$ cat config.mk
export PLATFORM = sky130hd
export DESIGN_NAME = sram_access_arbiter
export DESIGN_NICKNAME = d
export VERILOG_FILES = /design/src/rtl/sram_access_arbiter.sv
export SDC_FILE = /design/constraint.sdc
export NUM_CORES = 1
export LEC_CHECK = 0
export BUFFER_PORTS_ARGS = -buffer_cell sky130_fd_sc_hd__buf_4
export CAP_MARGIN = 15
export CORE_UTILIZATION = 48
export DETAILED_ROUTE_END_ITERATION = 6
export MAX_ROUTING_LAYER = met4
export PLACE_DENSITY = 0.89
export SLEW_MARGIN = 20
export SYNTH_ARGS = -nofsm -noshare
export SYNTH_HDL_FRONTEND = slang
export SYNTH_SLANG_ARGS = --single-unit
$ cat constraint.sdc
create_clock -name CLOCK_50_I -period 6.6 [get_ports CLOCK_50_I]
set_input_delay 0.33 -clock CLOCK_50_I [delete_from_list [all_inputs] [get_ports CLOCK_50_I]]
set_output_delay 0.33 -clock CLOCK_50_I [all_outputs]
set_load 0.01 [all_outputs]
$ cat src/rtl/sram_access_arbiter.sv
// sram_access_arbiter
//   Shares the single external SRAM port between the VGA frame reader (req 0),
//   the milestone-1 upsampler/CSC (req 1) and the milestone-2 IDCT unit (req 2).
//   VGA always wins. M1 and M2 take turns in bounded bursts of up to BURST_MAX
//   grants. Every read is tagged so that the returning word is flagged for the
//   requester that issued it, READ_LATENCY+1 cycles after the grant.
//
// Parameters
//   READ_LATENCY  cycles from SRAM address driven to SRAM_read_data_i valid (1..4)
//   BURST_MAX     max consecutive M1/M2 grants to one owner (1..255)
//
// Ports
//   CLOCK_50_I, Resetn          clock, asynchronous active-low reset
//   req_i/we_n_i/addr_i/wdata_i per-requester access request (index 0 VGA, 1 M1, 2 M2)
//   grant_o                     one-hot, combinational: access accepted this cycle
//   rdata_valid_o, rdata_o      one-hot read-data owner flag, SRAM data pass-through
//   SRAM_address_o/_write_data_o/_we_n_o  registered SRAM command
//   SRAM_read_data_i            data returned by the SRAM controller
//   owner_o                     current burst owner: 0 none, 1 M1, 2 M2
//
// Optional build macro SRAM_ARB_STATS_EN adds stats_clear_i, grant_count_o and
// stall_count_o (saturating per-requester grant and stall cycle counters).
module sram_access_arbiter #(
  parameter int READ_LATENCY = 2,
  parameter int BURST_MAX    = 8
) (
  input  logic             CLOCK_50_I,
  input  logic             Resetn,
  input  logic [2:0]       req_i,
  input  logic [2:0]       we_n_i,
  input  logic [2:0][17:0] addr_i,
  input  logic [2:0][15:0] wdata_i,
  output logic [2:0]       grant_o,
  output logic [2:0]       rdata_valid_o,
  output logic [15:0]      rdata_o,
  output logic [17:0]      SRAM_address_o,
  output logic [15:0]      SRAM_write_data_o,
  output logic             SRAM_we_n_o,
  input  logic [15:0]      SRAM_read_data_i,
  output logic [1:0]       owner_o
`ifdef SRAM_ARB_STATS_EN
  ,
  input  logic             stats_clear_i,
  output logic [2:0][15:0] grant_count_o,
  output logic [2:0][15:0] stall_count_o
`endif
);

  typedef enum logic [1:0] {
    S_NONE = 2'd0,
    S_M1   = 2'd1,
    S_M2   = 2'd2
  } owner_e;

  localparam logic [7:0] BURST_MAX_C = 8'(BURST_MAX);

  owner_e                     owner_q, owner_d;
  owner_e                     rr_last_q, rr_last_d;
  logic [7:0]                 burst_cnt_q, burst_cnt_d;
  logic [2:0]                 grant_s;
  logic [1:0]                 sel_s;
  logic [17:0]                sram_addr_q, sram_addr_d;
  logic [15:0]                sram_wdata_q, sram_wdata_d;
  logic                       sram_we_n_q, sram_we_n_d;
  logic [READ_LATENCY:0]      tag_vld_q, tag_vld_d;
  logic [READ_LATENCY:0][1:0] tag_id_q, tag_id_d;
  logic [2:0]                 rdata_valid_s;

  // Arbitration: VGA first, then the running M burst, then round-robin hand-over.
  // A VGA cycle leaves owner and burst count untouched, so the burst resumes after it.
  always_comb begin
    grant_s     = 3'b000;
    sel_s       = 2'd0;
    owner_d     = owner_q;
    rr_last_d   = rr_last_q;
    burst_cnt_d = burst_cnt_q;
    if (req_i[0]) begin
      grant_s = 3'b001;
      sel_s   = 2'd0;
    end else if ((owner_q == S_M1) && req_i[1] && (burst_cnt_q < BURST_MAX_C)) begin
      grant_s     = 3'b010;
      sel_s       = 2'd1;
      burst_cnt_d = burst_cnt_q + 8'd1;
    end else if ((owner_q == S_M2) && req_i[2] && (burst_cnt_q < BURST_MAX_C)) begin
      grant_s     = 3'b100;
      sel_s       = 2'd2;
      burst_cnt_d = burst_cnt_q + 8'd1;
    end else if (req_i[1] && (!req_i[2] || (rr_last_q == S_M2))) begin
      // A lone requester is regranted even if it just exhausted its burst.
      grant_s     = 3'b010;
      sel_s       = 2'd1;
      owner_d     = S_M1;
      rr_last_d   = S_M1;
      burst_cnt_d = 8'd1;
    end else if (req_i[2]) begin
      grant_s     = 3'b100;
      sel_s       = 2'd2;
      owner_d     = S_M2;
      rr_last_d   = S_M2;
      burst_cnt_d = 8'd1;
    end else begin
      owner_d     = S_NONE;
      burst_cnt_d = 8'd0;
    end
  end

  // SRAM command capture: idle cycles deassert write but keep address and data.
  always_comb begin
    sram_addr_d  = sram_addr_q;
    sram_wdata_d = sram_wdata_q;
    sram_we_n_d  = 1'b1;
    if (grant_s != 3'b000) begin
      sram_addr_d  = addr_i[sel_s];
      sram_wdata_d = wdata_i[sel_s];
      sram_we_n_d  = we_n_i[sel_s];
    end else begin
      sram_we_n_d  = 1'b1;
    end
  end

  // Read tag pipeline: stage 0 holds the access issued last cycle, the last stage
  // lines up with the SRAM data. Writes and idle cycles enter as invalid.
  always_comb begin
    tag_vld_d    = tag_vld_q;
    tag_id_d     = tag_id_q;
    tag_vld_d[0] = (grant_s != 3'b000) && we_n_i[sel_s];
    tag_id_d[0]  = sel_s;
    for (int k = 1; k <= READ_LATENCY; k++) begin
      tag_vld_d[k] = tag_vld_q[k-1];
      tag_id_d[k]  = tag_id_q[k-1];
    end
  end

  // Decode the tag at the end of the pipeline into a one-hot valid flag.
  always_comb begin
    rdata_valid_s = 3'b000;
    if (tag_vld_q[READ_LATENCY]) begin
      case (tag_id_q[READ_LATENCY])
        2'd0:    rdata_valid_s = 3'b001;
        2'd1:    rdata_valid_s = 3'b010;
        2'd2:    rdata_valid_s = 3'b100;
        default: rdata_valid_s = 3'b000;
      endcase
    end else begin
      rdata_valid_s = 3'b000;
    end
  end

  // Owner FSM, SRAM command registers and read tag pipeline.
  always_ff @(posedge CLOCK_50_I or negedge Resetn) begin
    if (!Resetn) begin
      owner_q      <= S_NONE;
      rr_last_q    <= S_M2;
      burst_cnt_q  <= 8'd0;
      sram_addr_q  <= 18'd0;
      sram_wdata_q <= 16'd0;
      sram_we_n_q  <= 1'b1;
      tag_vld_q    <= '0;
      tag_id_q     <= '0;
    end else begin
      owner_q      <= owner_d;
      rr_last_q    <= rr_last_d;
      burst_cnt_q  <= burst_cnt_d;
      sram_addr_q  <= sram_addr_d;
      sram_wdata_q <= sram_wdata_d;
      sram_we_n_q  <= sram_we_n_d;
      tag_vld_q    <= tag_vld_d;
      tag_id_q     <= tag_id_d;
    end
  end

  assign grant_o           = grant_s;
  assign rdata_valid_o     = rdata_valid_s;
  assign rdata_o           = SRAM_read_data_i;
  assign SRAM_address_o    = sram_addr_q;
  assign SRAM_write_data_o = sram_wdata_q;
  assign SRAM_we_n_o       = sram_we_n_q;
  assign owner_o           = owner_q;

`ifdef SRAM_ARB_STATS_EN
  logic [2:0][15:0] grant_cnt_q, grant_cnt_d;
  logic [2:0][15:0] stall_cnt_q, stall_cnt_d;

  // Saturating per-requester grant and stall counters.
  always_comb begin
    grant_cnt_d = grant_cnt_q;
    stall_cnt_d = stall_cnt_q;
    for (int r = 0; r < 3; r++) begin
      if (stats_clear_i) begin
        grant_cnt_d[r] = 16'd0;
        stall_cnt_d[r] = 16'd0;
      end else begin
        if (grant_s[r] && (grant_cnt_q[r] != 16'hFFFF)) begin
          grant_cnt_d[r] = grant_cnt_q[r] + 16'd1;
        end else begin
          grant_cnt_d[r] = grant_cnt_q[r];
        end
        if (req_i[r] && !grant_s[r] && (stall_cnt_q[r] != 16'hFFFF)) begin
          stall_cnt_d[r] = stall_cnt_q[r] + 16'd1;
        end else begin
          stall_cnt_d[r] = stall_cnt_q[r];
        end
      end
    end
  end

  // Statistics counter registers.
  always_ff @(posedge CLOCK_50_I or negedge Resetn) begin
    if (!Resetn) begin
      grant_cnt_q <= '0;
      stall_cnt_q <= '0;
    end else begin
      grant_cnt_q <= grant_cnt_d;
      stall_cnt_q <= stall_cnt_d;
    end
  end

  assign grant_count_o = grant_cnt_q;
  assign stall_count_o = stall_cnt_q;
`endif

endmodule

# --- Yosys cells after proc, flatten, opt, wreduce, memory -nomap -nowiden ---
# Index checks and enable logic that the tools add are counted.
classes:
  addsub: 1
  mul: 0
  n_div: 0
  magnitude_cmp: 2
  n_eq_ne: 5
  shifts: 0
  muxes: 25
  n_bitwise: 3
  n_reduce_logical: 13
ops:
  columns: ["cell", "n"]
  rows:
  - ["binary-select mux 18 bit (select 2 bit)", 1]
  - ["binary-select mux 16 bit (select 2 bit)", 1]
  - ["2-to-1 mux 18 bit", 1]
  - ["2-to-1 mux 3 bit", 6]
  - ["2-to-1 mux 16 bit", 1]
  - ["2-to-1 mux 8 bit", 2]
  - ["2-to-1 mux 2 bit", 7]
  - ["one-hot mux 3 bit (3 select lines)", 1]
  - ["adder 8 x 1 -> 8 bit, second input constant", 1]
  - ["less-than comparator 8 x 4 -> 1 bit, second input constant", 1]
  - ["equality test 2 bit, second input constant", 3]
  - ["logical AND 1 bit", 6]
  - ["equality test 2 x 1 -> 1 bit, second input constant", 2]
  - ["2-to-1 mux 1 bit", 4]
  - ["AND reduction 4 bit", 1]
  - ["less-than comparator 2 x 3 -> 1 bit, second input constant", 1]
  - ["inverter 1 bit", 3]
  - ["AND reduction 3 bit", 1]
  - ["nonzero test 3 bit", 1]
  - ["binary-select mux 1 bit (select 2 bit)", 1]
  - ["logical NOT 2 bit", 1]
  - ["nonzero test 2 bit", 1]
  - ["logical NOT 1 bit", 1]
  - ["logical OR 1 bit", 1]
totals:
  ff_bits: 56
  latch_bits: 0
  ramBits: 0
  mem_bits_ro: 0
  input_bits: 126
  out_inout_bits: 59
  word_cells: 59
  memories: 0

# --- Depth between registers and ports, before layout ---
# Gate-level depths: netlist of run 1.
depth:
  ltp_word: 10
  ltp_mapped: 8

# --- Least setup slack after synthesis of run 1 ---
# Ideal clock, no wire load.
synth_path:
  path_kind: "reg-to-output"
  from: "register burst_cnt_q[5]"
  to: "output grant_o[2]"
  arrival_ns: 1.826
  slack_ns: 4.444
  path_stages_with_launch: 7
  n_path_buf: 2
  path_cell_list: "dfrtp_1 -> or4_4 -> nor3_4 -> o21ai_2 -> clkbuf_1 -> inv_1 -> buf_4"
synth_via:
  elab_chain_cells: 5
  elab_cells_between_ends: 6
synth_lines:
  columns: ["element", "line_no", "source"]
  rows:
  - ["from (decl)", "59", "logic [7:0] burst_cnt_q, burst_cnt_d;"]
  - ["from (signal assigned)", "163", "burst_cnt_q <= burst_cnt_d;"]
  - ["less-than comparator 8 x 4 -> 1 bit (*)", "80, 84", null]
  - ["logical AND 1 bit", "84", "end else if ((owner_q == S_M2) && req_i[2] && (burst_cnt_q < BURST_MAX_C)) begin"]
  - ["2-to-1 mux 3 bit", "84", null]
  - ["2-to-1 mux 3 bit (*)", "80", "end else if ((owner_q == S_M1) && req_i[1] && (burst_cnt_q < BURST_MAX_C)) begin"]
  - ["2-to-1 mux 3 bit (*)", "77", "if (req_i[0]) begin"]
  - ["to (decl)", "33", "output logic [2:0] grant_o,"]
# Mark *: on every way between the ends. The rest lies on a longest branch, timed or not.

# --- Worst setup path after layout of run 1 ---
layout_path:
  from: "register burst_cnt_q[4]"
  to: "output grant_o[2]"
# The elaborated chain is that of the path after synthesis.

==> impl_results.rst, run 1 <==
.. list-table::
   :header-rows: 1

   * - Metric
     - Value
   * - FF-to-FF path depth
     - 7
   * - Effective utilization at floorplan
     - approximately half
   * - Number of warnings reported in the yosys synthesis log
     - 0
   * - Type of the worst setup path
     - reg -> out
   * - Wire per inst
     - roughly 17 um
   * - Overall routing resource usage
     - between 20% and 30%
   * - Total die area
     - 0.007111 mm2
   * - Post-route clock skew
     - 0.007187 ns
   * - Wire length of the first global-routing pass
     - ~15000 um
   * - Clock latency on the worst-skew pair
     - approximately 0.31 ns
   * - Antenna violations before repair
     - 0
   * - CP arrival
     - approximately 2.8 ns
   * - Slew of the pin with the lowest slew margin
     - slightly below 0.9 ns
   * - Count of endpoints failing hold in the final timing report
     - 0
   * - Tmin final
     - 3.154 ns
   * - Syn Nets
     - 467
   * - Vias post-DR
     - roughly 3100
   * - Violations in the final reports
     - design-rule violations
   * - Remaining number of nets flagged by the antenna check after routing
     - 0
   * - Post-synthesis cell count
     - 340
   * - Number of maximum-capacitance constraint violations
     - 0
   * - DP HPWL
     - ~6600 um
   * - Input/output buffers
     - between 150 and 200
   * - Cell Rows
     - 29
   * - Share of the clock period used by the worst path after layout
     - 47.79%
   * - PwrDens
     - ~240 mW/mm2
   * - Final WS setup
     - around 3.4 ns
   * - Worst path most repeated cell
     - buf_4
   * - Largest net degree at the start of global routing
     - 57
   * - Predominant post-synthesis flop cell
     - dfrtp_1
   * - Yosys cell types
     - 37
   * - CTS Hold Bufs
     - 0
   * - Final antenna diode count
     - 0
   * - TritonCTS clock tree
     - done
   * - EDFF count, synth
     - 0
   * - Crit-path cells
     - or4_4, nor3_4, buf_4, o21ai_4, inv_1, buf_4
   * - Setup-failing EPs final
     - 0
   * - Die Y-Extent
     - roughly 84 um
   * - Cell type of the slowest stage on the worst timing path
     - or4_4
   * - # DRC
     - 18
   * - Die Width
     - around 84 um
   * - Critical path fanouts, max
     - 37
   * - Routability cong.
     - about 0.8
   * - Top-count cell post-synth
     - o211ai_1
   * - Worst Hold Class
     - in -> async
   * - Total negative setup slack
     - 0 ns
   * - Layout-stage area growth over the synthesis result
     - 34.96%
   * - Share of synthesized registers carrying an async set or reset
     - 100.0%
   * - Clock Pin Slew Worst Setup and Hold Paths
     - about 0.11 ns
   * - Fraction of layout instances using a drive strength above 1
     - a little under two fifths
   * - First DRT Iteration DRCs
     - ~200
   * - Number of resized instances in the post-cts repair step
     - 0
   * - Average vias per placed instance
     - a little under 6
   * - Most instantiated cells after synthesis
     - 70 x o211ai_1, 54 x dfrtp_1, 39 x inv_1
   * - Critical path startpoint category
     - register
   * - Flip-flop and latch count after synthesis
     - between 50 and 60
   * - Maximum ir drop on the vdd rail
     - approximately 0.13 mV
   * - Top-level I/O count
     - 185
   * - Data required, critical path
     - ~6.3 ns
   * - Bufs on Longest Clock Path
     - 2
   * - Num CTS Buffers
     - 5
   * - Leakage
     - between 2 and 2.5 nW
   * - Post-CTS Setup Inserts
     - 0
   * - Most area-hungry cell type in the Yosys netlist
     - dfrtp_1
   * - Cell types with the largest area share after synthesis
     - dfrtp_1 42%, o211ai_1 16%, a22o_1 9.4%, o21a_1 8.1%, buf_4 4.6%
   * - Via count of the first global-routing pass
     - 3209
   * - Type of destination of the critical path
     - output pin
   * - Delay of the slowest cell on the worst path
     - between 0.5 and 0.6 ns
   * - RSZ-0062 raised after global routing
     - false
   * - Number of pins exceeding their max-slew limit in the final report
     - 0
   * - Portion of the post-synthesis area used by sequential elements
     - ~43%
   * - Worst max-slew margin expressed relative to the limit
     - about 40%
   * - Pre-antenna DRT Iters
     - 6
   * - Status
     - finished, violations left
   * - Number of nets at the end of the flow
     - roughly 580
   * - CTS Root Cell
     - clkbuf_8
   * - Number of clock sinks
     - 56
   * - Average footprint of a synthesized cell
     - ~9.6 um2
   * - Worst setup slack after placement
     - roughly 3.6 ns
   * - Total Routed Length
     - 9235 um
   * - Total grt overflow
     - 0
   * - Syn Std Cell Area
     - 0.003253 mm2
   * - Maximum clock frequency
     - about 320 MHz
   * - Core area
     - 0.006459 mm2
   * - Share of the synthesized area in the top cell type
     - 41.54%
   * - Filler Cell Count
     - between 500 and 600
   * - H-tree levels
     - 2
## state kept, by name, indices dropped and copies added, names as in the netlist
| signal | flops |
|---|---|
| SRAM_address_o | 18 |
| SRAM_write_data_o | 16 |
| burst_cnt_q | 8 |
| tag_id_d | 4 |
| tag_vld_q | 3 |
| owner_o | 2 |
| rr_last_q | 2 |
| tag_id_q | 2 |
| SRAM_we_n_o | 1 |
## worst max-delay path, delay by kind of cell (launching register included)
| kind | cells | cell delay [ns] |
|---|---|---|
| AOI/OAI and AO/OA | 1 | 0.29 |
| and+or+nand+nor | 2 | 1.03 |
| buffers and inverters | 3 | 0.76 |
| DFF | 1 | 0.42 |
## path summary, 6_finish.rpt
path / start / to / slack (ns)
max reg2reg: burst_cnt_q[4] / SRAM_write_data_o[5] / 3.54
max in group asynchronous: Resetn / SRAM_write_data_o[14] / 6.09
min reg2reg: tag_vld_q[1] / tag_vld_q[2] / 0.36
min in group CLOCK_50_I: we_n_i[2] / SRAM_we_n_o / 0.27
max: burst_cnt_q[4] / grant_o[2] / 3.45
min: Resetn / SRAM_address_o[11] / 0.03
## cell families after synthesis
logic type	after synthesis	synth area share [%]
adders and majority gates	1	0.3846
buffers and inverters	88	12.58
DFF	56	43.15
and+or+nand+nor	36	6.539
xor gates and xnor gates	1	0.2693
muxes	1	0.3077
AOI/OAI and AO/OA	157	36.77
## per-layer routing
layer	vias up	part of all wire, %	routed length (um)	global-route usage (%)
met1	1508	40	3733	32.09
met2	132	51	4727	47.69
met4	0	2.3	214	9.875
li1	1469	-	-	-
met5	-	0	0	-
met3	26	6.1	559	5.015
## metrics by stage
| stage | utilization [%] | std cells | instance area, um2 | hold slack (ns) | total power, W |
|---|---|---|---|---|---|
| 2_1_floorplan | - | 340 | 3253 | 0.03441 | 0.0006907 |
| 3_3_place_gp | 66.41 | 527 | 4289 | 0.3339 | 0.0008604 |
| 3_5_place_dp | 66.43 | 527 | 4290 | 0.3347 | 0.0008777 |
| 4_1_cts | 67.88 | 535 | 4384 | 0.07365 | 0.001076 |
| 5_1_grt | 67.98 | 535 | 4390 | 0.09701 | 0.001136 |
| 6_report | 67.98 | 535 | 4390 | 0.03391 | 0.001073 |
## placed cells by master, fill, tap and decap left out, drive strengths merged, types with 5 or more instances in the layout
| cell | n |
|---|---|
| inv | 42 |
| dfrtp | 54 |
| buf | 158 |
| nand2 | 9 |
| o21ai | 9 |
| clkbuf | 5 |
| o21a | 35 |
| a22o | 35 |
| nor2 | 6 |
| o211ai | 70 |
## power by group
part	switching, W	total (W)	leakage [nW]	internal, W
combinational	0.000199	0.000409	1.44	0.000209
sequential	0.0000481	0.000463	0.681	0.000415
clock	0.000123	0.000201	0.0452	0.0000778
## layout make-up
class                      count  area [um2]  area share, %
clock buffer                   5       68.82          1.567
tap                           77       96.34          2.194
inverter                      40       150.1          3.420
clock inverter                 3       25.02         0.5700
sequential                    56        1404          31.98
timing repair buffer         158        1186          27.02
multi-input combinational    196        1460          33.26
Note: power is estimated with default switching activity, not from simulation.
==> inputs of run 2 (changes only) <==
Settings changed: CORE_UTILIZATION 48 to 45, PLACE_DENSITY 0.89 to 0.85.
Clock period 6.6 ns to 3.2 ns, I/O delays scaled along.
==> run 2 against run 1 <==
Effect of this change: the flow now finishes without violations; clock skew increased by 0.0040 ns; sequential share of layout area decreased by 0.43 points; non-clock buffer count increased by 6; count of clock-buffer cells in the layout unchanged; register-to-register slack got worse by 3.0 ns; critical endpoint unchanged; via count increased by 0.32%; cell count increased by 4.7%; highest routed layer unchanged.
==> impl_results.rst, run 2 (synthesis results as in run 1) <==
.. list-table::
   :header-rows: 1

   * - Metric
     - Value
   * - Type of destination of the critical path
     - output pin
   * - Maximum clock frequency
     - 369.9 MHz
   * - RSZ-0062 raised after global routing
     - false
   * - Critical path fanouts, max
     - 38 (+2.7%)
   * - H-tree levels
     - 2 (unchanged)
   * - Post-route clock skew
     - 0.01115 ns (+0.003967 ns)
   * - Clock Pin Slew Worst Setup and Hold Paths
     - 0.10 ns (about the same)
   * - Cell Rows
     - 30 (+3.4%)
   * - CP arrival
     - 2.54 ns (-0.28 ns)
   * - Number of pins exceeding their max-slew limit in the final report
     - 0 (unchanged)
   * - Worst Hold Class
     - in -> reg
   * - CTS Hold Bufs
     - 1 (+1)
   * - Antenna violations before repair
     - 0 (unchanged)
   * - Number of non-filler instances in the completed layout
     - 560 (+4.7%)
   * - Effective utilization at floorplan
     - 47.10% (-3.3 points)
   * - Number of clock sinks
     - 56 (unchanged)
   * - Crit. Startpoint
     - rr_last_q[1]
   * - Number of placed instances, taps included
     - 551 (+4.6%)
   * - Commonest non-fill, non-tap cell in the layout
     - buf_4
   * - Share of the clock period used by the worst path after layout
     - 84.48%
   * - Remaining number of nets flagged by the antenna check after routing
     - 0 (unchanged)
   * - Total die area
     - 0.007573 mm2 (+6.5%)
   * - Worst max-slew margin expressed relative to the limit
     - 37.44% (-3.3 points)
   * - Core area
     - 0.006907 mm2 (+6.9%)
   * - Pre-antenna DRT Iters
     - 4 (-2)
   * - Count of endpoints failing hold in the final timing report
     - 0 (unchanged)
   * - DP HPWL
     - 6549 um (-0.43%)
   * - Core Util, Final
     - 64.44% (-3.5 points)
   * - Type of the worst setup path
     - reg -> out
   * - Clock latency on the worst-skew pair
     - 0.31 ns (about the same)
   * - Die Y-Extent
     - 87.03 um (+3.2%)
   * - # DRC
     - 0 (-18)
   * - Average vias per placed instance
     - 5.616 (-4.2%)
   * - Number of flip-flops in the largest register
     - 18 (unchanged)
   * - Number of resized instances in the post-cts repair step
     - 0 (unchanged)
   * - Slew of the pin with the lowest slew margin
     - 0.9348 ns (+0.04944 ns)
   * - Total negative setup slack
     - 0 ns (unchanged)
   * - Overall routing resource usage
     - 25.33% (-2.2 points)
   * - Die Width
     - 87.03 um (+3.2%)
   * - Hold path startpoint
     - we_n_i[2]
   * - Setup-failing EPs final
     - 0 (unchanged)
   * - Maximum ir drop on the vdd rail
     - 0.2109 mV (+56%)
   * - Final worst hold slack
     - 0.09152 ns (+0.05761 ns)
   * - Routability cong.
     - 0.8401 (+4.2%)
   * - PwrDens
     - 495.1 mW/mm2 (+100%)
   * - Vias post-DR
     - 3145 (+0.32%)
   * - Status
     - complete, no violations
   * - Filler Cell Count
     - 636 (+19%)
   * - Critical path startpoint category
     - register
   * - Leakage
     - 2.192 nW (+1.1%)
   * - CTS Root Cell
     - clkbuf_8
   * - DP Area
     - 0.004350 mm2 (+1.4%)
   * - Bufs on Longest Clock Path
     - 2 (unchanged)
   * - Post-CTS Setup Inserts
     - 0 (unchanged)
   * - Number of nets at the end of the flow
     - 590 (+1.0%)
   * - Total Routed Length
     - 9103 um (-1.4%)
   * - Via count of the first global-routing pass
     - 3141 (-2.1%)
   * - Layout-stage area growth over the synthesis result
     - 36.81%
   * - TritonCTS clock tree
     - done
   * - Data required, critical path
     - 3.04 ns (-3.23 ns)
   * - Worst r2r src
     - rr_last_q[1]
   * - Wire per inst
     - 16.26 um (-5.8%)
   * - Top-level I/O count
     - 185 (unchanged)
   * - Tmin final
     - 2.703 ns
   * - Wire length of the first global-routing pass
     - 14510 um (-4.3%)
   * - First DRT Iteration DRCs
     - 155 (-22%)
   * - Final Cell Area
     - 0.004451 mm2 (+1.4%)
   * - Final antenna diode count
     - 0 (unchanged)
   * - Number of maximum-capacitance constraint violations
     - 0 (unchanged)
   * - Num CTS Buffers
     - 5 (unchanged)
   * - Fraction of layout instances using a drive strength above 1
     - 38.58% (+0.37 points)
   * - Input/output buffers
     - 152 (unchanged)
   * - Total grt overflow
     - 0 (unchanged)
   * - Largest net degree at the start of global routing
     - 57 (unchanged)
   * - Most used cells in the layout excluding fill and tap cells
     - 163 x buf_4, 70 x o211ai_1, 54 x dfrtp_1, 39 x inv_1
==> run 2: per-stage QoR <==
step | setup slack (ns) | total power [W]
floorplan | 1.108 | 0.001425
global placement | 0.7353 | 0.001789
detailed placement | 0.5983 | 0.001827
CTS | 0.4944 | 0.002224
global route | 0.2776 | 0.002334
finish | 0.4967 | 0.002203
==> run 2: worst max-delay path: stages, from the launching register on <==
cell     delay, ns
dfstp_2       0.57
nor2b_1       0.22
o21ai_0       0.22
o21ai_4       0.78
inv_1         0.22
buf_4         0.21
==> run 2: worst paths after layout <==
check | to | slack (ns) | cells past startpoint
worst max-delay path | grant_o[2] | 0.50 | 5
worst min register to register | tag_vld_q[1] | 0.36 | 0
min in group asynchronous | SRAM_address_o[13] | 0.44 | 2
max in group asynchronous | burst_cnt_q[4] | 2.30 | 2
worst min-delay path | SRAM_we_n_o | 0.09 | 3
worst max register to register | SRAM_address_o[1] | 0.56 | 6
==> run 2: layout make-up <==
type	count	area (um2)	share of cell area, %
multi-input cells	196	1453	32.64
repair buffers	164	1234	27.72
clock buffers	5	68.82	1.546
clock inverters	3	21.27	0.4779
inverters	40	150.1	3.374
flip-flops and latches	56	1404	31.54
well taps	96	120.1	2.699
==> run 2: per-layer routing <==
metal  up-vias  track usage, %  wire, um
met5         -               -         0
met2       119           46.39      4820
met4         0           7.576       148
met1      1532           28.31      3667
met3        15           3.886       466
li1       1479               -         -
==> run 2: report_power, final <==
part	internal, W	switching [W]
clock network	0.000156	0.000238
registers	0.000857	0.000101
logic	0.000444	0.000408
total	0.00146	0.000747
==> inputs of run 3 (changes only) <==
Settings changed: CORE_UTILIZATION 45 to 40, PLACE_DENSITY 0.85 to 0.8.
Clock period 3.2 ns to 2.3 ns, I/O delays scaled along.
==> run 3 against run 2 <==
Effect of this change: worst hold slack lost 0.043 ns; critical endpoint is now grant_o[1]; sequential power grew 39%; sequential share of layout area shrank 0.99 points; design area grew 3.2%; largest power group unchanged; largest cell class unchanged.
==> impl_results.rst, run 3 (synthesis results as in run 1) <==
.. list-table::
   :header-rows: 1

   * - Metric
     - Value
   * - Status
     - complete, no violations
   * - CP arrival
     - 2.09 ns (-0.45 ns)
   * - Layout-stage area growth over the synthesis result
     - 41.23%
   * - Hold path startpoint
     - we_n_i[2]
   * - Worst r2r dst
     - SRAM_address_o[5]
   * - PwrDens
     - 683.8 mW/mm2 (+38%)
   * - Worst r2r src
     - burst_cnt_q[4]
   * - Vias post-DR
     - 3210 (+2.1%)
   * - # DRC
     - 0 (unchanged)
   * - Wire length of the first global-routing pass
     - 15260 um (+5.1%)
   * - Worst max-slew margin expressed relative to the limit
     - 52.91% (+15 points)
   * - Maximum clock frequency
     - 453.8 MHz
   * - Largest net degree at the start of global routing
     - 57 (unchanged)
   * - Routability cong.
     - 0.8073 (-3.9%)
   * - Hold Path End
     - SRAM_we_n_o
   * - Most used cells in the layout excluding fill and tap cells
     - 167 x buf_4, 70 x o211ai_1, 54 x dfrtp_1, 38 x inv_1
   * - Number of maximum-capacitance constraint violations
     - 0 (unchanged)
   * - Total negative setup slack
     - 0 ns (unchanged)
   * - First DRT Iteration DRCs
     - 132 (-15%)
   * - Top-level I/O count
     - 185 (unchanged)
   * - Data required, critical path
     - 2.18 ns (-0.86 ns)
   * - Tmin final
     - between 2 and 2.5 ns
   * - Number of flip-flops in the largest register
     - 18 (unchanged)
   * - Share of the clock period used by the worst path after layout
     - 95.80%
   * - Number of non-filler instances in the completed layout
     - 574 (+2.5%)
   * - Number of clock sinks
     - 56 (unchanged)
   * - Final Power
     - 0.003142 W (+43%)
   * - Via count of the first global-routing pass
     - 3229 (+2.8%)
   * - Num CTS Buffers
     - 5 (unchanged)
   * - Die Y-Extent
     - 92.18 um (+5.9%)
   * - Crit-path cells
     - or4_4, nor3_4, o21a_1, buf_12, inv_2, buf_4
   * - Fraction of layout instances using a drive strength above 1
     - 40.04% (+1.5 points)
   * - Cell Rows
     - 32 (+6.7%)
   * - Critical path startpoint category
     - register
   * - Number of pins exceeding their max-slew limit in the final report
     - 0 (unchanged)
   * - Cell depth of the worst min-delay path
     - 3 (unchanged)
   * - DP HPWL
     - 6551 um (about the same)
   * - Total die area
     - 0.008497 mm2 (+12%)
   * - Clock latency on the worst-skew pair
     - 0.32 ns (about the same)
   * - Remaining number of nets flagged by the antenna check after routing
     - 0 (unchanged)
   * - Die Width
     - 92.18 um (+5.9%)
   * - Type of the worst setup path
     - reg -> out
   * - Commonest non-fill, non-tap cell in the layout
     - buf_4
   * - Slew of the pin with the lowest slew margin
     - 0.7063 ns (-0.2286 ns)
   * - Maximum ir drop on the vdd rail
     - 0.2783 mV (+32%)
   * - Critical path fanouts, max
     - 7 (-82%)
   * - Effective utilization at floorplan
     - 41.67% (-5.4 points)
   * - TritonCTS clock tree
     - done
   * - Count of endpoints failing hold in the final timing report
     - 0 (unchanged)
   * - Antenna violations before repair
     - 0 (unchanged)
   * - CTS Root Cell
     - clkbuf_8
   * - Number of nets at the end of the flow
     - 598 (+1.4%)
   * - Post-route clock skew
     - 0.01003 ns (-0.001123 ns)
   * - Type of destination of the critical path
     - output pin
   * - Core area
     - 0.007807 mm2 (+13%)
   * - Bufs on Longest Clock Path
     - 2 (unchanged)
   * - Delay of the slowest cell on the worst path
     - 0.56 ns (-0.22 ns)
   * - Clock Pin Slew Worst Setup and Hold Paths
     - 0.11 ns (about the same)
   * - Pre-antenna DRT Iters
     - 4 (unchanged)
   * - Final antenna diode count
     - 0 (unchanged)
   * - FF-to-FF path depth
     - 7 (+1)
   * - DP Area
     - 0.004403 mm2 (+1.2%)
   * - Total Routed Length
     - 9334 um (+2.5%)
   * - Total grt overflow
     - 0 (unchanged)
   * - H-tree levels
     - 2 (unchanged)
   * - Final worst hold slack
     - 0.04881 ns (-0.04271 ns)
   * - Flop2flop setup slack
     - 0.14 ns (-0.42 ns)
   * - Final Cell Area
     - 0.004594 mm2 (+3.2%)
   * - Overall routing resource usage
     - 23.20% (-2.1 points)
   * - Average vias per placed instance
     - 5.592 (-0.42%)
   * - Wire per inst
     - 16.26 um (about the same)
   * - Leakage
     - 2.265 nW (+3.3%)
   * - Setup-failing EPs final
     - 0 (unchanged)
   * - Worst Hold Class
     - in -> reg
   * - Cell type of the slowest stage on the worst timing path
     - or4_4
   * - Number of placed instances, taps included
     - 558 (+1.3%)
   * - Input/output buffers
     - 152 (unchanged)
[run 3: worst max-delay path, delay by kind of cell, from the launching register on]
family / cells / cell delay, ns
and+or+nand+nor: 2 / 0.81
DFF: 1 / 0.42
buffers and inverters: 3 / 0.32
AOI/OAI and AO/OA: 1 / 0.21
[run 3: worst max-delay path by stage]
stage	from	endpoint	slack [ns]	cells past startpoint
final	burst_cnt_q[4]	grant_o[1]	0.1	6
after global routing	burst_cnt_q[4]	grant_o[1]	-0.02	6
after CTS	burst_cnt_q[4]	grant_o[1]	0.02	6
after detailed placement	burst_cnt_q[5]	tag_vld_q[0]	0.14	7
after global placement	burst_cnt_q[5]	SRAM_write_data_o[1]	0.21	6
after floorplan	burst_cnt_q[5]	SRAM_write_data_o[4]	0.21	7
[run 3: layout make-up]
type / instances / area [um2]
sequential: 56 / 1404
fill: 688 / 3213
multi-input combinational: 196 / 1468
inverter: 40 / 150.1
timing repair buffer: 172 / 1349
clock buffer: 5 / 68.82
clock inverter: 3 / 27.53
tap: 102 / 127.6
[run 3: through the flow]
stage | setup WS [ns] | utilization (%)
after floorplan | 0.2084 | -
after global placement | 0.2068 | 56.39
after detailed placement | 0.1377 | 56.39
after CTS | 0.02392 | 57.76
after global routing | -0.02412 | 58.85
final | 0.09660 | 58.85
[run 3: layer usage]
metal | GRT usage, % | vias up | wire length [um]
li1 | - | 1499 | -
met3 | 3.317 | 23 | 500
met5 | - | - | 0
met1 | 27.20 | 1563 | 3813
met4 | 7.552 | 0 | 183
met2 | 40.86 | 125 | 4836
[run 3: power by group]
group          switching, W  internal, W  leakage (nW)  total [W]
sequential         0.000134      0.00119         0.681    0.00133
combinational      0.000583     0.000663          1.54    0.00125
clock              0.000346     0.000224        0.0463   0.000571
[run 3: timing repair]
item	in CTS	in global routing
hold buffers	1	0
gates resized for setup	0	3
pin swaps	1	3
setup buffers	0	6
gates cloned	0	1
hold endpoints to repair	54	0
endpoints found under the setup margin	1	2
